`config.mk`:
```
export PLATFORM = sky130hd
export DESIGN_NAME = axil_reg_bank
export DESIGN_NICKNAME = d
export VERILOG_FILES = /design/src/rtl/axil_reg_bank.sv
export SDC_FILE = /design/constraint.sdc
export NUM_CORES = 1
export LEC_CHECK = 0
export CAP_MARGIN = 40
export CORE_UTILIZATION = 40
export CTS_CLUSTER_DIAMETER = 200
export DETAILED_ROUTE_END_ITERATION = 8
export HOLD_SLACK_MARGIN = 0.02
export PLACE_DENSITY = 0.77
export SYNTH_ARGS = -nofsm -noshare
export SYNTH_HDL_FRONTEND = slang
export SYNTH_SLANG_ARGS = --single-unit
```
`constraint.sdc`:
```
create_clock -name clk -period 1.85 [get_ports clk]
set_input_delay 0.37 -clock clk [delete_from_list [all_inputs] [get_ports clk]]
set_output_delay 0.37 -clock clk [all_outputs]
set_load 0.1 [all_outputs]
```
`src/rtl/axil_reg_bank.sv`:
```
// AXI-Lite slave register bank: NS read-only status words, NC read/write
// config words and NK control words with per-bit hardware clear.
// The write path keeps one AW entry and one W entry. It commits a write when
// both entries are held and the B channel can take a new response.
// The read path answers every AR handshake with a response on the next cycle.
// Optional feature macro: AXIL_REG_BANK_SLVERR_EN
//   defined     -> writes to status/unmapped words and reads of unmapped
//                  words answer SLVERR (2'b10)
//   not defined -> every response is OKAY (2'b00)
// The decoded address window is BW bits wide and AW must be larger than BW.
// Register state behaves the same way in both builds.

module axil_reg_bank #(
    parameter int DW = 32,
    parameter int AW = 32,
    parameter int BW = 12,
    parameter int NS = 2,
    parameter int NC = 2,
    parameter int NK = 1,
    parameter logic [NC*DW-1:0] CFG_RST = '0
) (
    input  logic                 clk,
    input  logic                 rstn,
    input  logic [NS*DW-1:0]     status_in,
    output logic [NC*DW-1:0]     config_out,
    output logic [NC-1:0]        cfg_wr_pulse,
    input  logic [NK*DW-1:0]     ctrl_hw_clr,
    output logic [NK*DW-1:0]     ctrl_out,
    input  logic                 awvalid,
    output logic                 awready,
    input  logic [AW-1:0]        awaddr,
    input  logic                 wvalid,
    output logic                 wready,
    input  logic [DW-1:0]        wdata,
    input  logic [DW/8-1:0]      wstrb,
    output logic                 bvalid,
    input  logic                 bready,
    output logic [1:0]           bresp,
    input  logic                 arvalid,
    output logic                 arready,
    input  logic [AW-1:0]        araddr,
    output logic                 rvalid,
    input  logic                 rready,
    output logic [DW-1:0]        rdata,
    output logic [1:0]           rresp
);

    localparam int IW = BW - 2;
    localparam int NW = NS + NC + NK;
    localparam int SW = DW / 8;
    localparam logic [1:0] RESP_OKAY = 2'b00;

    // Word indices taken from the live address buses
    logic [IW-1:0]           w_awIdx;
    logic [IW-1:0]           w_arIdx;

    // Held write address and held write data
    logic                    r_awHeld;
    logic [IW-1:0]           r_awIdx;
    logic                    r_wHeld;
    logic [DW-1:0]           r_wData;
    logic [SW-1:0]           r_wStrb;

    // Response channel state
    logic                    r_bvalid;
    logic [1:0]              r_bresp;
    logic                    r_rvalid;
    logic [DW-1:0]           r_rdata;
    logic [1:0]              r_rresp;

    // Register storage
    logic [NC-1:0][DW-1:0]   r_cfg;
    logic [NK-1:0][DW-1:0]   r_ctrl;
    logic [NC-1:0]           r_cfgPulse;

    // Decode and handshake helpers
    logic                    w_fire;
    logic                    w_awHs;
    logic                    w_wHs;
    logic                    w_arHs;
    logic [NC-1:0]           w_wrCfgHit;
    logic [NK-1:0]           w_wrCtrlHit;
    logic [DW-1:0]           w_rdWord;
    logic [1:0]              w_bRespNext;
    logic [1:0]              w_rRespNext;
    logic                    w_unusedAddrBits;

    // Merge new data into a word, changing only the bytes whose strobe is set
    function automatic logic [DW-1:0] strobed(input logic [DW-1:0] cur,
                                              input logic [DW-1:0] data,
                                              input logic [SW-1:0] strb);
        logic [DW-1:0] result;
        result = cur;
        for (int k = 0; k < SW; k++) begin
            if (strb[k]) begin
                result[k*8 +: 8] = data[k*8 +: 8];
            end
        end
        return result;
    endfunction

    assign w_awIdx = awaddr[BW-1:2];
    assign w_arIdx = araddr[BW-1:2];

    // Byte-lane bits and bits above the window have no meaning to the decoder
    assign w_unusedAddrBits = ^{awaddr[AW-1:BW], awaddr[1:0], araddr[AW-1:BW], araddr[1:0]};

    // A write commits once both halves are held and the B slot is free or is being freed
    assign w_fire  = r_awHeld && r_wHeld && (!r_bvalid || bready);
    assign awready = !r_awHeld || w_fire;
    assign wready  = !r_wHeld || w_fire;
    assign arready = !r_rvalid || rready;

    assign w_awHs = awvalid && awready;
    assign w_wHs  = wvalid && wready;
    assign w_arHs = arvalid && arready;

    assign bvalid       = r_bvalid;
    assign bresp        = r_bresp;
    assign rvalid       = r_rvalid;
    assign rdata        = r_rdata;
    assign rresp        = r_rresp;
    assign config_out   = r_cfg;
    assign ctrl_out     = r_ctrl;
    assign cfg_wr_pulse = r_cfgPulse;

`ifdef AXIL_REG_BANK_SLVERR_EN
    // Only config and control words accept writes; only mapped words answer reads
    assign w_bRespNext = (({1'b0, r_awIdx} >= (IW+1)'(NS)) && ({1'b0, r_awIdx} < (IW+1)'(NW)))
                         ? RESP_OKAY : 2'b10;
    assign w_rRespNext = ({1'b0, w_arIdx} < (IW+1)'(NW)) ? RESP_OKAY : 2'b10;
`else
    assign w_bRespNext = RESP_OKAY;
    assign w_rRespNext = RESP_OKAY;
`endif

    // Decode which config or control word the held write address targets
    always_comb begin
        w_wrCfgHit  = '0;
        w_wrCtrlHit = '0;
        for (int i = 0; i < NC; i++) begin
            w_wrCfgHit[i] = (r_awIdx == IW'(NS + i));
        end
        for (int i = 0; i < NK; i++) begin
            w_wrCtrlHit[i] = (r_awIdx == IW'(NS + NC + i));
        end
    end

    // Select the read word; unmapped indices read as zero
    always_comb begin
        w_rdWord = '0;
        for (int i = 0; i < NS; i++) begin
            if (w_arIdx == IW'(i)) begin
                w_rdWord = status_in[i*DW +: DW];
            end
        end
        for (int i = 0; i < NC; i++) begin
            if (w_arIdx == IW'(NS + i)) begin
                w_rdWord = r_cfg[i];
            end
        end
        for (int i = 0; i < NK; i++) begin
            if (w_arIdx == IW'(NS + NC + i)) begin
                w_rdWord = r_ctrl[i];
            end
        end
    end

    // Write address holder: a new address can replace one that commits in the same cycle
    always_ff @(posedge clk) begin
        if (!rstn) begin
            r_awHeld <= 1'b0;
            r_awIdx  <= '0;
        end else if (w_awHs) begin
            r_awHeld <= 1'b1;
            r_awIdx  <= w_awIdx;
        end else if (w_fire) begin
            r_awHeld <= 1'b0;
        end
    end

    // Write data holder, which mirrors the address holder
    always_ff @(posedge clk) begin
        if (!rstn) begin
            r_wHeld <= 1'b0;
            r_wData <= '0;
            r_wStrb <= '0;
        end else if (w_wHs) begin
            r_wHeld <= 1'b1;
            r_wData <= wdata;
            r_wStrb <= wstrb;
        end else if (w_fire) begin
            r_wHeld <= 1'b0;
        end
    end

    // Write response: raised by a commit, held until the master takes it
    always_ff @(posedge clk) begin
        if (!rstn) begin
            r_bvalid <= 1'b0;
            r_bresp  <= RESP_OKAY;
        end else if (w_fire) begin
            r_bvalid <= 1'b1;
            r_bresp  <= w_bRespNext;
        end else if (bready) begin
            r_bvalid <= 1'b0;
        end
    end

    // Config words and their one-cycle write pulses, which line up with the new value
    always_ff @(posedge clk) begin
        if (!rstn) begin
            r_cfg      <= CFG_RST;
            r_cfgPulse <= '0;
        end else begin
            for (int i = 0; i < NC; i++) begin
                r_cfgPulse[i] <= w_fire && w_wrCfgHit[i];
                if (w_fire && w_wrCfgHit[i]) begin
                    r_cfg[i] <= strobed(r_cfg[i], r_wData, r_wStrb);
                end
            end
        end
    end

    // Control words: the hardware clear is applied after any AXI update, so a clear wins on a bit
    always_ff @(posedge clk) begin
        if (!rstn) begin
            r_ctrl <= '0;
        end else begin
            for (int i = 0; i < NK; i++) begin
                if (w_fire && w_wrCtrlHit[i]) begin
                    r_ctrl[i] <= strobed(r_ctrl[i], r_wData, r_wStrb) & ~ctrl_hw_clr[i*DW +: DW];
                end else begin
                    r_ctrl[i] <= r_ctrl[i] & ~ctrl_hw_clr[i*DW +: DW];
                end
            end
        end
    end

    // Read response: captured at the AR handshake and held until the master takes it
    always_ff @(posedge clk) begin
        if (!rstn) begin
            r_rvalid <= 1'b0;
            r_rdata  <= '0;
            r_rresp  <= RESP_OKAY;
        end else if (w_arHs) begin
            r_rvalid <= 1'b1;
            r_rdata  <= w_rdWord;
            r_rresp  <= w_rRespNext;
        end else if (rready) begin
            r_rvalid <= 1'b0;
        end
    end

endmodule

```
After elaboration in Yosys (flattened, before gate mapping)
Cells that the tools add are included.
{ "word_totals": {"regBits": 180, "latchBits": 0, "ram_bits": 0, "romBits": 0, "output_inout_bits": 139, "memories": 0} }
{ "classes": {"addsub": 0, "multipliers": 0, "div_mod_pow": 0, "magnitude_cmp": 0, "eq_ne": 7, "shift": 0, "muxes": 25, "bitwise_logic": 3, "n_reduce_logical": 29} }
{ "op_table": {"columns": ["cell", "n"], "rows": [
  ["$mux W32", 6],
  ["$mux W8", 12],
  ["$and A32 B32 Y32", 2],
  ["$eq A10 B2 Y1 const B", 4],
  ["$not A32 Y32", 1],
  ["$eq A10 B3 Y1 const B", 2],
  ["$reduce_and A2 Y1", 8],
  ["$eq A10 B1 Y1 const B", 1],
  ["$logic_not A10 Y1", 1],
  ["$logic_and A1 B1 Y1", 8],
  ["$reduce_bool A2 Y1", 4],
  ["$mux W1", 7],
  ["$logic_not A1 Y1", 4],
  ["$logic_or A1 B1 Y1", 4]
]} }

Depth between registers and ports, before layout
{ "depth": {"ltp_word": 8, "depth_mapped": 7, "ltp_nobuf": 5} }

Least setup slack after synthesis
Ideal clock, no wire load.
{ "synth_path": {"kind": "reg2reg", "startpoint": "register r_rvalid (netlist: rvalid)", "endpoint": "register r_rdata[21] (netlist: rdata[21])", "setup_ps": 131, "t_arrival_ps": 2803, "path_slack_ps": -1084, "path_stages_with_launch": 7, "n_path_buf": 2, "synth_period_minus_slack_ps": 2934, "path_cell_list": "dfxtp_1 > nand2b_1 > and2_1 > clkbuf_1 > clkbuf_1 > nor2_1 > a2111oi_4"} }
{ "synth_via": {"elab_chain_cells": 3} }
{ "synth_rtl": {"columns": ["item", "line", "text"], "rows": [
  ["from (decl)", "67", "logic r_rvalid;"],
  ["from (signal assigned)", "243", "r_rvalid <= 1'b0;"],
  ["from (signal assigned)", "247", "r_rvalid <= 1'b1;"],
  ["from (signal assigned)", "251", "r_rvalid <= 1'b0;"],
  ["$logic_not A1 Y1", "112", "assign arready = !r_rvalid || rready;"],
  ["$logic_or A1 B1 Y1", "112", null],
  ["named net arready", "40", "output logic arready,"],
  ["$logic_and A1 B1 Y1", "116", "assign w_arHs = arvalid && arready;"],
  ["to (signal assigned)", "248", "r_rdata <= w_rdWord;"],
  ["to (decl)", "68", "logic [DW-1:0] r_rdata;"]
]} }
The timed path passes the listed nets, and every way through them passes these cells.
A chain may end at the register's enable or synchronous reset.

Worst setup path after layout
{ "layout_path": {"startpoint": "input bready", "endpoint": "output wready"} }
{ "layout_via": {"elab_chain_cells": 3} }
{ "layout_rtl": {"columns": ["item", "line", "text"], "rows": [
  ["from (decl)", "37", "input logic bready,"],
  ["$logic_or A1 B1 Y1", "109", "assign w_fire = r_awHeld && r_wHeld && (!r_bvalid || bready);"],
  ["$logic_and A1 B1 Y1", "109", null],
  ["$logic_or A1 B1 Y1", "111", "assign wready = !r_wHeld || w_fire;"],
  ["to (decl)", "33", "output logic wready,"]
]} }
No other way between the ends.

==> qor.txt <==
Clock Latency Late Sink -> 0.43 ns
critical path startpoint category -> input port
kind of end point of the critical path -> primary output
Synth Area in Compound Gates -> 18.1%
multi-input logic area -> 4750 µm²
post-synthesis sequential area ratio -> 40.9%
DR pass1 iterations -> 5
wirelength, routed -> 30200 µm
nets -> 1472
unrepaired setup endpoints after global routing -> yes
GRT overflow -> 0
initial core utilization -> 41.4%
first-pass GRT wire length -> 46100 µm
via count -> 8420
Max Root-Sink Buffers -> 2
Post-Synth Adder-Cell Area -> 0%
post-route minimum period -> 1.81 ns
hold depth -> 2
CTS Root Cell -> clkbuf_16
Worst Skew -> 0.00768 ns
MaxCap Viol Count -> 0
Worst EP required -> 1.48 ns
LEAKAGE -> 5.28 nW
Synth Area in XOR/XNOR -> 0%
top cells by count, synth -> dfxtp_1 (180), nand2_1 (135), mux2i_1 (128), o21ai_0 (78), nor2_1 (62)
core area -> 21300 µm²
Routed Antenna Nets -> 0
Crit Path Class -> input port to primary output
HP Start -> rstn
Ports -> 342
Clock transition at path regs -> 0.07 ns
CTS buffer count -> 17
First DRT Iteration DRCs -> 449
WHS -> 0.327 ns
Hold EP -> rvalid
Final HPWL DP -> 23000 µm
#FFs+latches synth -> 180
Storage cell area -> 3610 µm²
Synth cell types -> 43
Syn. warnings -> 0
FMAX -> 0.553 GHz
layout cells sized above 1 -> 23.2%
Final Core Density -> 68.1%
crit share post-route -> 97.8%
GRT Overall Usage -> 26.7%
vias per cell -> 5.40
CP Max Fanout -> 5
worst r2r src -> r_awIdx[9]
DIE AREA -> 22600 µm²
Cell Pwr Density -> 659 nW/µm²
leading post-synthesis cells by cell area -> dfxtp_1 (41%), mux2i_1 (15%), nand2_1 (5.8%)
area delta synth->final -> 64.5%
main flop type after synthesis -> dfxtp_1
initial antenna violation count -> 1
Mapped Cells -> 969
largest net degree at the start of global routing -> 63
std cell rows -> 53
reg2reg path depth -> 5
Setup Viol. Count Final -> 0
Finished Layout Cells -> 1558
Synth top area share -> 40.9%
Die W -> 150 µm
# fillers -> 1574
setup TNS -> 0 ns
CTS tree -> built
total power -> 9.55 mW
async set or reset register ratio after synthesis -> 0%
DRC -> 0
Die Y-Extent -> 150 µm
top-count cell post-synth -> dfxtp_1
reg-to-reg setup timing slack -> 0.10 ns
placed cell count -> 1518
syn avg cell area -> 9.09 µm²
maximum VDD drop -> 0.000629 V
Synth Cell Area -> 8810 µm²
Post-Synth Simple-Gate Area -> 19.9%
I/O Buffers -> 293
CTS H-tree lvls -> 4
reg2reg end -> ctrl_out[24]
status -> complete, no violations
clock sinks -> 180
Avg WL per Cell -> 19.4 µm
type of the most critical hold path -> input port to register
largest area contributor in the netlist -> dfxtp_1
Final Max Tran Viols -> 0
vias in the first global route -> 8330
final hold violations -> 0
Post-synth EDFFs -> 0
GPL Wtd Cong -> 0.823
largest family of logic cells by synthesized area -> simple AND/OR/NAND/NOR gates
Worst EP arrival -> 1.44 ns
mux share of post-synthesis cell area -> 14.5%
## cells by family (layout without fill, tap and decap cells)
group,count (synthesis),in the layout
multiplexers,128,128
flip-flops,180,180
AND/OR/NAND/NOR,344,344
AO/OA/AOI/OAI,196,196
buffers and inverters,120,430
other,1,5
## how the worst max path moves through the flow
stage	end	slack, ns	cells past startpoint	start
5_1_grt	wready	-0.007	5	bready
2_1_floorplan	rdata[10]	0.008	6	rvalid
3_3_place_gp	rdata[31]	-0.49	6	araddr[8]
4_1_cts	awready	0.004	3	r_awHeld
6_report	wready	0.04	5	bready
3_5_place_dp	rdata[5]	-0.56	7	araddr[8]
## cell type report
cell class | instances | area share, %
clock buffer | 19 | 3.20
sequential | 180 | 24.9
multi-input combinational | 672 | 32.8
tap | 275 | 2.37
antenna | 1 | 0.0173
inverter | 39 | 1.04
clock inverter | 13 | 0.941
timing repair buffer | 359 | 34.7
## registers in the layout, summed over array words and instances (netlist names)
signal / flops
bvalid: 1
rvalid: 1
r_awIdx: 10
r_wStrb: 4
r_wData: 32
ctrl_out: 32
r_awHeld: 1
rdata: 32
config_out: 64
cfg_wr_pulse: 2
r_wHeld: 1
## critical path, cell delays in order
cell	delay, ns
clkdlybuf4s50_1	0.42
nand2b_4	0.18
a21oi_4	0.17
clkinv_4	0.11
buf_12	0.18
## layer usage
layer / up-vias / GRT usage [%] / part of all wire (%)
li1: 4001 / - / -
met1: 4040 / 33.4 / 41
met2: 331 / 46.8 / 51
met3: 48 / 3.45 / 5.8
met4: 0 / 9.75 / 2.6
met5: - / 0 / 0
## what timing repair did
item,in CTS,in global routing
hold buffers,0,0
gates cloned,1,0
pin swaps,5,2
gates resized for setup,26,6
setup buffers,5,2
setup endpoints to repair,33,6
## power by group
part / switching (mW) / total, mW / internal [mW]
registers: 0.100 / 4.08 / 3.98
logic: 0.978 / 1.78 / 0.799
clock network: 1.67 / 3.70 / 2.02
total: 2.75 / 9.55 / 6.80
## per-stage QoR
step	setup slack, ns	area [µm²]
2_1_floorplan	0.00782	8850
3_3_place_gp	-0.494	13700
3_5_place_dp	-0.556	13700
4_1_cts	0.00419	14500
5_1_grt	-0.00679	14500
6_report	0.0404	14500
## placed cells by master, fill, tap and decap left out, types with 33 or more instances in the layout
cell,count
o21ai_0,78
buf_4,45
nand3_1,48
inv_1,37
o22ai_1,33
dfxtp_1,176
clkdlybuf4s50_1,151
buf_12,154
mux2i_1,128
nand2_1,135
a21boi_0,48
nor2_1,62
(Power assumes the default switching activity.)
